==> src/rtl/onehot_encoder_reg.sv <==
`default_nettype none
// ============================================================================
// Module   : onehot_encoder_reg
// Purpose  : Registered one-hot to binary encoder with valid/ready handshake
//            and illegal-code reporting (per-beat flag, sticky, saturating
//            counter). Optional macro ONEHOT_ENC_PRIORITY_EN encodes multi-hot
//            words as the highest set bit instead of flagging them.
// Revision : 1.0 - initial release
// ============================================================================
module onehot_encoder_reg #(
    parameter int N    = 4,
    parameter int W    = $clog2(N),
    parameter int ERRW = 8
) (
    input  logic            clk,
    input  logic            rst_n,
    input  logic            in_valid,
    output logic            in_ready,
    input  logic [N-1:0]    in_onehot,
    output logic            out_valid,
    input  logic            out_ready,
    output logic [W-1:0]    out_code,
    output logic            out_err,
    output logic            err_sticky,
    output logic [ERRW-1:0] err_cnt,
    input  logic            err_clr
);

    localparam logic [N-1:0]    c_lsb     = N'(1);
    localparam logic [ERRW-1:0] c_cnt_one = ERRW'(1);
    localparam logic [ERRW-1:0] c_cnt_max = '1;

    logic            w_accept;
    logic            w_drain;
    logic            w_zero;
    logic            w_multi;
    logic            w_err;
    logic [W-1:0]    w_hi_idx;
    logic [W-1:0]    w_code;

    logic            r_out_valid;
    logic [W-1:0]    r_out_code;
    logic            r_out_err;
    logic            r_err_sticky;
    logic [ERRW-1:0] r_err_cnt;

    // Highest set bit wins; for a legal word this is simply its index.
    always_comb begin
        w_hi_idx = '0;
        for (int i = 0; i < N; i++) begin
            if (in_onehot[i]) begin
                w_hi_idx = W'(i);
            end
        end
    end

    assign w_zero  = ~|in_onehot;
    assign w_multi = |(in_onehot & (in_onehot - c_lsb));

`ifdef ONEHOT_ENC_PRIORITY_EN
    assign w_err  = w_zero;
    assign w_code = w_hi_idx;
`else
    assign w_err  = w_zero | w_multi;
    assign w_code = w_err ? '0 : w_hi_idx;
`endif

    assign in_ready = ~r_out_valid | out_ready;
    assign w_accept = in_valid & in_ready;
    assign w_drain  = r_out_valid & out_ready;

    always_ff @(posedge clk or negedge rst_n) begin
        if (!rst_n) begin
            r_out_valid  <= 1'b0;
            r_out_code   <= '0;
            r_out_err    <= 1'b0;
            r_err_sticky <= 1'b0;
            r_err_cnt    <= '0;
        end else begin
            if (w_accept) begin
                r_out_valid <= 1'b1;
                r_out_code  <= w_code;
                r_out_err   <= w_err;
            end else if (w_drain) begin
                r_out_valid <= 1'b0;
            end

            // A new error on the same edge as a clear restarts the count at one.
            if (w_accept && w_err) begin
                r_err_sticky <= 1'b1;
                if (err_clr) begin
                    r_err_cnt <= c_cnt_one;
                end else if (r_err_cnt != c_cnt_max) begin
                    r_err_cnt <= r_err_cnt + c_cnt_one;
                end
            end else if (err_clr) begin
                r_err_sticky <= 1'b0;
                r_err_cnt    <= '0;
            end
        end
    end

    assign out_valid  = r_out_valid;
    assign out_code   = r_out_code;
    assign out_err    = r_out_err;
    assign err_sticky = r_err_sticky;
    assign err_cnt    = r_err_cnt;

endmodule
`default_nettype wire
==> config.mk <==
export PLATFORM = sky130hd
export DESIGN_NAME = onehot_encoder_reg
export DESIGN_NICKNAME = d
export VERILOG_FILES = /design/src/rtl/onehot_encoder_reg.sv
export SDC_FILE = /design/constraint.sdc
export NUM_CORES = 1
export LEC_CHECK = 0
export CORE_MARGIN = 2
export CORE_UTILIZATION = 30
export DETAILED_ROUTE_END_ITERATION = 12
export PLACE_DENSITY = 0.61
export SYNTH_ARGS = -nofsm -noshare
export SYNTH_HDL_FRONTEND = slang
export SYNTH_SLANG_ARGS = --single-unit
==> constraint.sdc <==
create_clock -name clk -period 1.7 [get_ports clk]
set_input_delay 0.34 -clock clk [delete_from_list [all_inputs] [get_ports clk]]
set_output_delay 0.34 -clock clk [all_outputs]
set_load 0.1 [all_outputs]
==> flow_summary.html <==
<table>
<tr><th>Metric</th><th>Value</th></tr>
<tr><th colspan="2">Clocking</th></tr>
<tr><td>CTS tree</td><td>done</td></tr>
<tr><td>Cell at the root of the clock tree</td><td>sky130_fd_sc_hd__clkbuf_4</td></tr>
<tr><td>Total CTS buffers</td><td>3</td></tr>
<tr><td>Clk sink count</td><td>13</td></tr>
<tr><td>Clock edge transition at the registers on the reported setup and hold paths</td><td>80 ps</td></tr>
<tr><td>Count of H-tree levels built during CTS</td><td>1</td></tr>
<tr><td>Maximum number of buffers from clock root to sink</td><td>2</td></tr>
<tr><td>Clock Latency Late Sink</td><td>280 ps</td></tr>
<tr><th colspan="2">Timing</th></tr>
<tr><td>Max-slew violation count</td><td>0</td></tr>
<tr><td>Final number of hold-violating endpoints</td><td>0</td></tr>
<tr><td>Highest Clock Rate</td><td>594.1 MHz</td></tr>
<tr><td>Tightest Pin Transition</td><td>359.1 ps</td></tr>
<tr><td>Final min period</td><td>1683 ps</td></tr>
<tr><td>Fin worst setup slack</td><td>16.75 ps</td></tr>
<tr><td>Finish-stage setup viols</td><td>0</td></tr>
<tr><td>Hold slack final</td><td>351.2 ps</td></tr>
<tr><td>Max transition margin</td><td>0.7600</td></tr>
<tr><td>Final clock period utilization by the worst path</td><td>0.9901</td></tr>
<tr><td>Worst-case clock skew</td><td>0.7759 ps</td></tr>
<tr><td>Unrepaired setup endpoints after global routing</td><td>yes</td></tr>
<tr><th colspan="2">Synth</th></tr>
<tr><td>Portion of the post-synthesis area used by sequential elements</td><td>0.4561</td></tr>
<tr><td>Average cell area after synthesis</td><td>9.905 sq um</td></tr>
<tr><td>Synthesized Nets</td><td>82</td></tr>
<tr><td>Warning count from the yosys run</td><td>0</td></tr>
<tr><td>Post-Syn Area</td><td>713.2 sq um</td></tr>
<tr><td>Unique cell type count in the Yosys netlist</td><td>30</td></tr>
<tr><td>Syn Inst Count</td><td>72</td></tr>
<tr><td>Register bit total from synthesis</td><td>13</td></tr>
<tr><th colspan="2">Final layout</th></tr>
<tr><td>Share of the core filled with cells in the final layout</td><td>0.6179</td></tr>
<tr><td>Antenna diodes</td><td>0</td></tr>
<tr><td>Leading cell types in the layout, fill and taps excluded</td><td>17 x sky130_fd_sc_hd__buf_4, 14 x sky130_fd_sc_hd__buf_12, 6 x sky130_fd_sc_hd__nand2_1, 6 x sky130_fd_sc_hd__dfrtp_2</td></tr>
<tr><td>Final instance area</td><td>1380 sq um</td></tr>
<tr><td>Area added between synthesis and finish</td><td>93.51%</td></tr>
<tr><td>Commonest non-fill, non-tap cell in the layout</td><td>sky130_fd_sc_hd__buf_4</td></tr>
<tr><td>Fraction of final layout cells with drive strength greater than 1</td><td>0.4956</td></tr>
<tr><td>Net total in the final layout</td><td>124</td></tr>
<tr><th colspan="2">Flow run</th></tr>
<tr><td>MaxCap Viol Count</td><td>0</td></tr>
<tr><th colspan="2">Route</th></tr>
<tr><td>Avg Vias per Cell</td><td>5.348</td></tr>
<tr><td>Final Routed Wirelength</td><td>1.879 mm</td></tr>
<tr><td>First drt pass iteration count</td><td>4</td></tr>
<tr><td>Remaining routing DRC violations</td><td>0</td></tr>
<tr><td>Overall via count from detail_route</td><td>754</td></tr>
<tr><td>Number of design-rule violations left by the first detailed-router iteration</td><td>5</td></tr>
<tr><td>Post-route antenna net violation count</td><td>0</td></tr>
<tr><td>Wirelength per Cell</td><td>13.33 microns</td></tr>
<tr><th colspan="2">Floorplan</th></tr>
<tr><td>Floorplan Core Area</td><td>2233 sq um</td></tr>
<tr><td>Die height</td><td>52.76 microns</td></tr>
<tr><td>I/O Pins</td><td>23</td></tr>
<tr><td>Effective utilization at floorplan</td><td>0.3193</td></tr>
<tr><td>Overall die area</td><td>2783 sq um</td></tr>
<tr><td>FP Rows</td><td>17</td></tr>
<tr><td>Die outline width</td><td>52.76 microns</td></tr>
<tr><th colspan="2">Power</th></tr>
<tr><td>Cell area power density</td><td>697.5 nW/um^2</td></tr>
<tr><td>Clock power frac</td><td>0.204</td></tr>
<tr><td>Cell Int Power</td><td>0.5886 mW</td></tr>
<tr><td>Relative contribution of sequential cells to total power</td><td>0.369</td></tr>
<tr><td>Leakage Power</td><td>0.5499 nW</td></tr>
<tr><td>NetSw</td><td>0.3740 mW</td></tr>
<tr><td>Share of total power consumed by net switching</td><td>0.3886</td></tr>
<tr><td>Logic gate share of total power</td><td>0.426</td></tr>
<tr><td>Max VDD drop</td><td>0.5125 mV</td></tr>
<tr><th colspan="2">Placement</th></tr>
<tr><td>Setup Slack @ Placement</td><td>-561.5 ps</td></tr>
<tr><td>Placed instance area</td><td>1270 sq um</td></tr>
<tr><td>Final GP Congestion</td><td>0.7929</td></tr>
<tr><td>Port-buffer cells</td><td>22</td></tr>
<tr><td>Post-detailed-placement half-perimeter wirelength</td><td>1.334 mm</td></tr>
<tr><th colspan="2">GRT</th></tr>
<tr><td>Initial antenna violation count</td><td>0</td></tr>
<tr><td>All-Layer GR Usage</td><td>0.1633</td></tr>
<tr><td>Global-route wire length before repair</td><td>3.270 mm</td></tr>
<tr><td>Overflow left after global routing</td><td>0</td></tr>
<tr><td>Largest net degree at the start of global routing</td><td>14</td></tr>
<tr><td>Vias in the first global route</td><td>754</td></tr>
<tr><th colspan="2">Setup path</th></tr>
<tr><td>Series of cell instances along the critical path</td><td>ha_4, nand3_4, o211ai_1, buf_4, or4_1, a21oi_2</td></tr>
<tr><td>Delay of the slowest cell on the worst path</td><td>490 ps</td></tr>
<tr><td>Critical Path Slowest Stage Cell</td><td>sky130_fd_sc_hd__dfrtp_4</td></tr>
<tr><td>Kind of end point of the critical path</td><td>flop</td></tr>
<tr><td>Worst setup path class</td><td>flop to flop</td></tr>
<tr><td>Biggest fanout along the worst timing path</td><td>11</td></tr>
<tr><td>Critical path launch point type</td><td>flop</td></tr>
<tr><td>Arrival time of data at the critical path endpoint</td><td>1900 ps</td></tr>
<tr><td>Crit path required time</td><td>1910 ps</td></tr>
<tr><th colspan="2">Status</th></tr>
<tr><td>Outcome</td><td>finished clean</td></tr>
<tr><th colspan="2">Hold path</th></tr>
<tr><td>Worst min-delay path class</td><td>input pin to async pin</td></tr>
</table>
critical path, delay by kind of cell, from the launching register on:
family                     cells  cell delay [ps]
AOI/OAI and AO/OA              2              230
adders and majority gates      1              180
buffers and inverters          1              190
and+or+nand+nor                2              520
DFF                            1              490
power groups by stage:
| stage | clock network [mW] | registers [mW] | logic, mW |
|---|---|---|---|
| after floorplan | 0 | 0.497 | 0.0817 |
| after global placement | 0 | 0.362 | 0.384 |
| after detailed placement | 0 | 0.362 | 0.385 |
| after CTS | 0.206 | 0.356 | 0.402 |
| after global routing | 0.221 | 0.358 | 0.434 |
| final | 0.197 | 0.355 | 0.411 |
through the flow:
stage	power [mW]	instances	setup TNS, ps
after floorplan	0.5792	72	-917.6
after global placement	0.7456	135	-4420
after detailed placement	0.7473	135	-4580
after CTS	0.9640	141	0
after global routing	1.013	141	-151.8
final	0.9626	141	0
cells by family after synthesis:
kind of cell / Yosys count / share of synthesized area
mux: 2 / 0.03158
compound gates: 18 / 0.1860
buf+inv: 7 / 0.04737
flops: 13 / 0.4561
xor+xnor: 2 / 0.02457
fa+ha+maj: 1 / 0.01754
simple gates: 29 / 0.2368
layer usage:
metal | track usage | part of all wire
met4 | 0.1068 | 0.034
met2 | 0.2458 | 0.47
met3 | 0.02857 | 0.043
met1 | 0.2125 | 0.45
met5 | 0 | 0
synth_stat cells, drive strengths merged:
master / instances / area share
o21bai: 1 / 0.011
clkbuf: 2 / 0.011
or2: 2 / 0.018
o41ai: 2 / 0.025
or3: 1 / 0.0088
xnor2: 2 / 0.025
nand2b: 2 / 0.018
nor3: 2 / 0.014
inv: 3 / 0.016
buf: 2 / 0.021
nand2: 6 / 0.032
o311ai: 1 / 0.023
a311o: 1 / 0.014
nor4: 2 / 0.018
o211ai: 1 / 0.011
o21ai: 2 / 0.014
nand3: 2 / 0.014
a21oi: 5 / 0.035
o31ai: 4 / 0.042
nor2: 2 / 0.011
o2bb2ai: 1 / 0.012
dfrtp: 13 / 0.46
nor2b: 2 / 0.018
or4b: 2 / 0.028
nand4: 2 / 0.018
ha: 1 / 0.018
mux2: 2 / 0.032
or4: 4 / 0.042
flip-flops by register name (all words and copies together), names as in the netlist:
register / cells
err_sticky: 1
out_code: 2
out_valid: 1
out_err: 1
err_cnt: 8
final timing paths:
check / cells past startpoint / start / slack [ps] / end
max: 6 / err_cnt[1]$_DFFE_PN0P_ / 20 / err_cnt[2]$_DFFE_PN0P_
min: 2 / rst_n / 350 / err_cnt[1]$_DFFE_PN0P_
max reg2reg: 6 / err_cnt[1]$_DFFE_PN0P_ / 20 / err_cnt[2]$_DFFE_PN0P_
min reg2reg: 2 / out_code[0]$_DFFE_PN0P_ / 540 / out_code[0]$_DFFE_PN0P_
max in group asynchronous: 2 / rst_n / 1170 / out_valid$_DFFE_PN0P_
min in group clk: 2 / in_onehot[0] / 460 / out_code[0]$_DFFE_PN0P_
timing repair:
item	in CTS	in global routing
cloned	1	0
endpoints found under the setup margin	10	7
hold buffers	0	0
resized for setup	9	5
setup buffers	1	0
pin swaps	2	2
final cells by class:
cell class	instances	area [sq um]
multi-input combinational	53	469.2
timing repair buffer	40	494.2
clock buffer	4	26.28
sequential	13	344.1
fill	193	853.3
inverter	3	11.26
tap	28	35.03
Power figures use the tool's default switching activity.
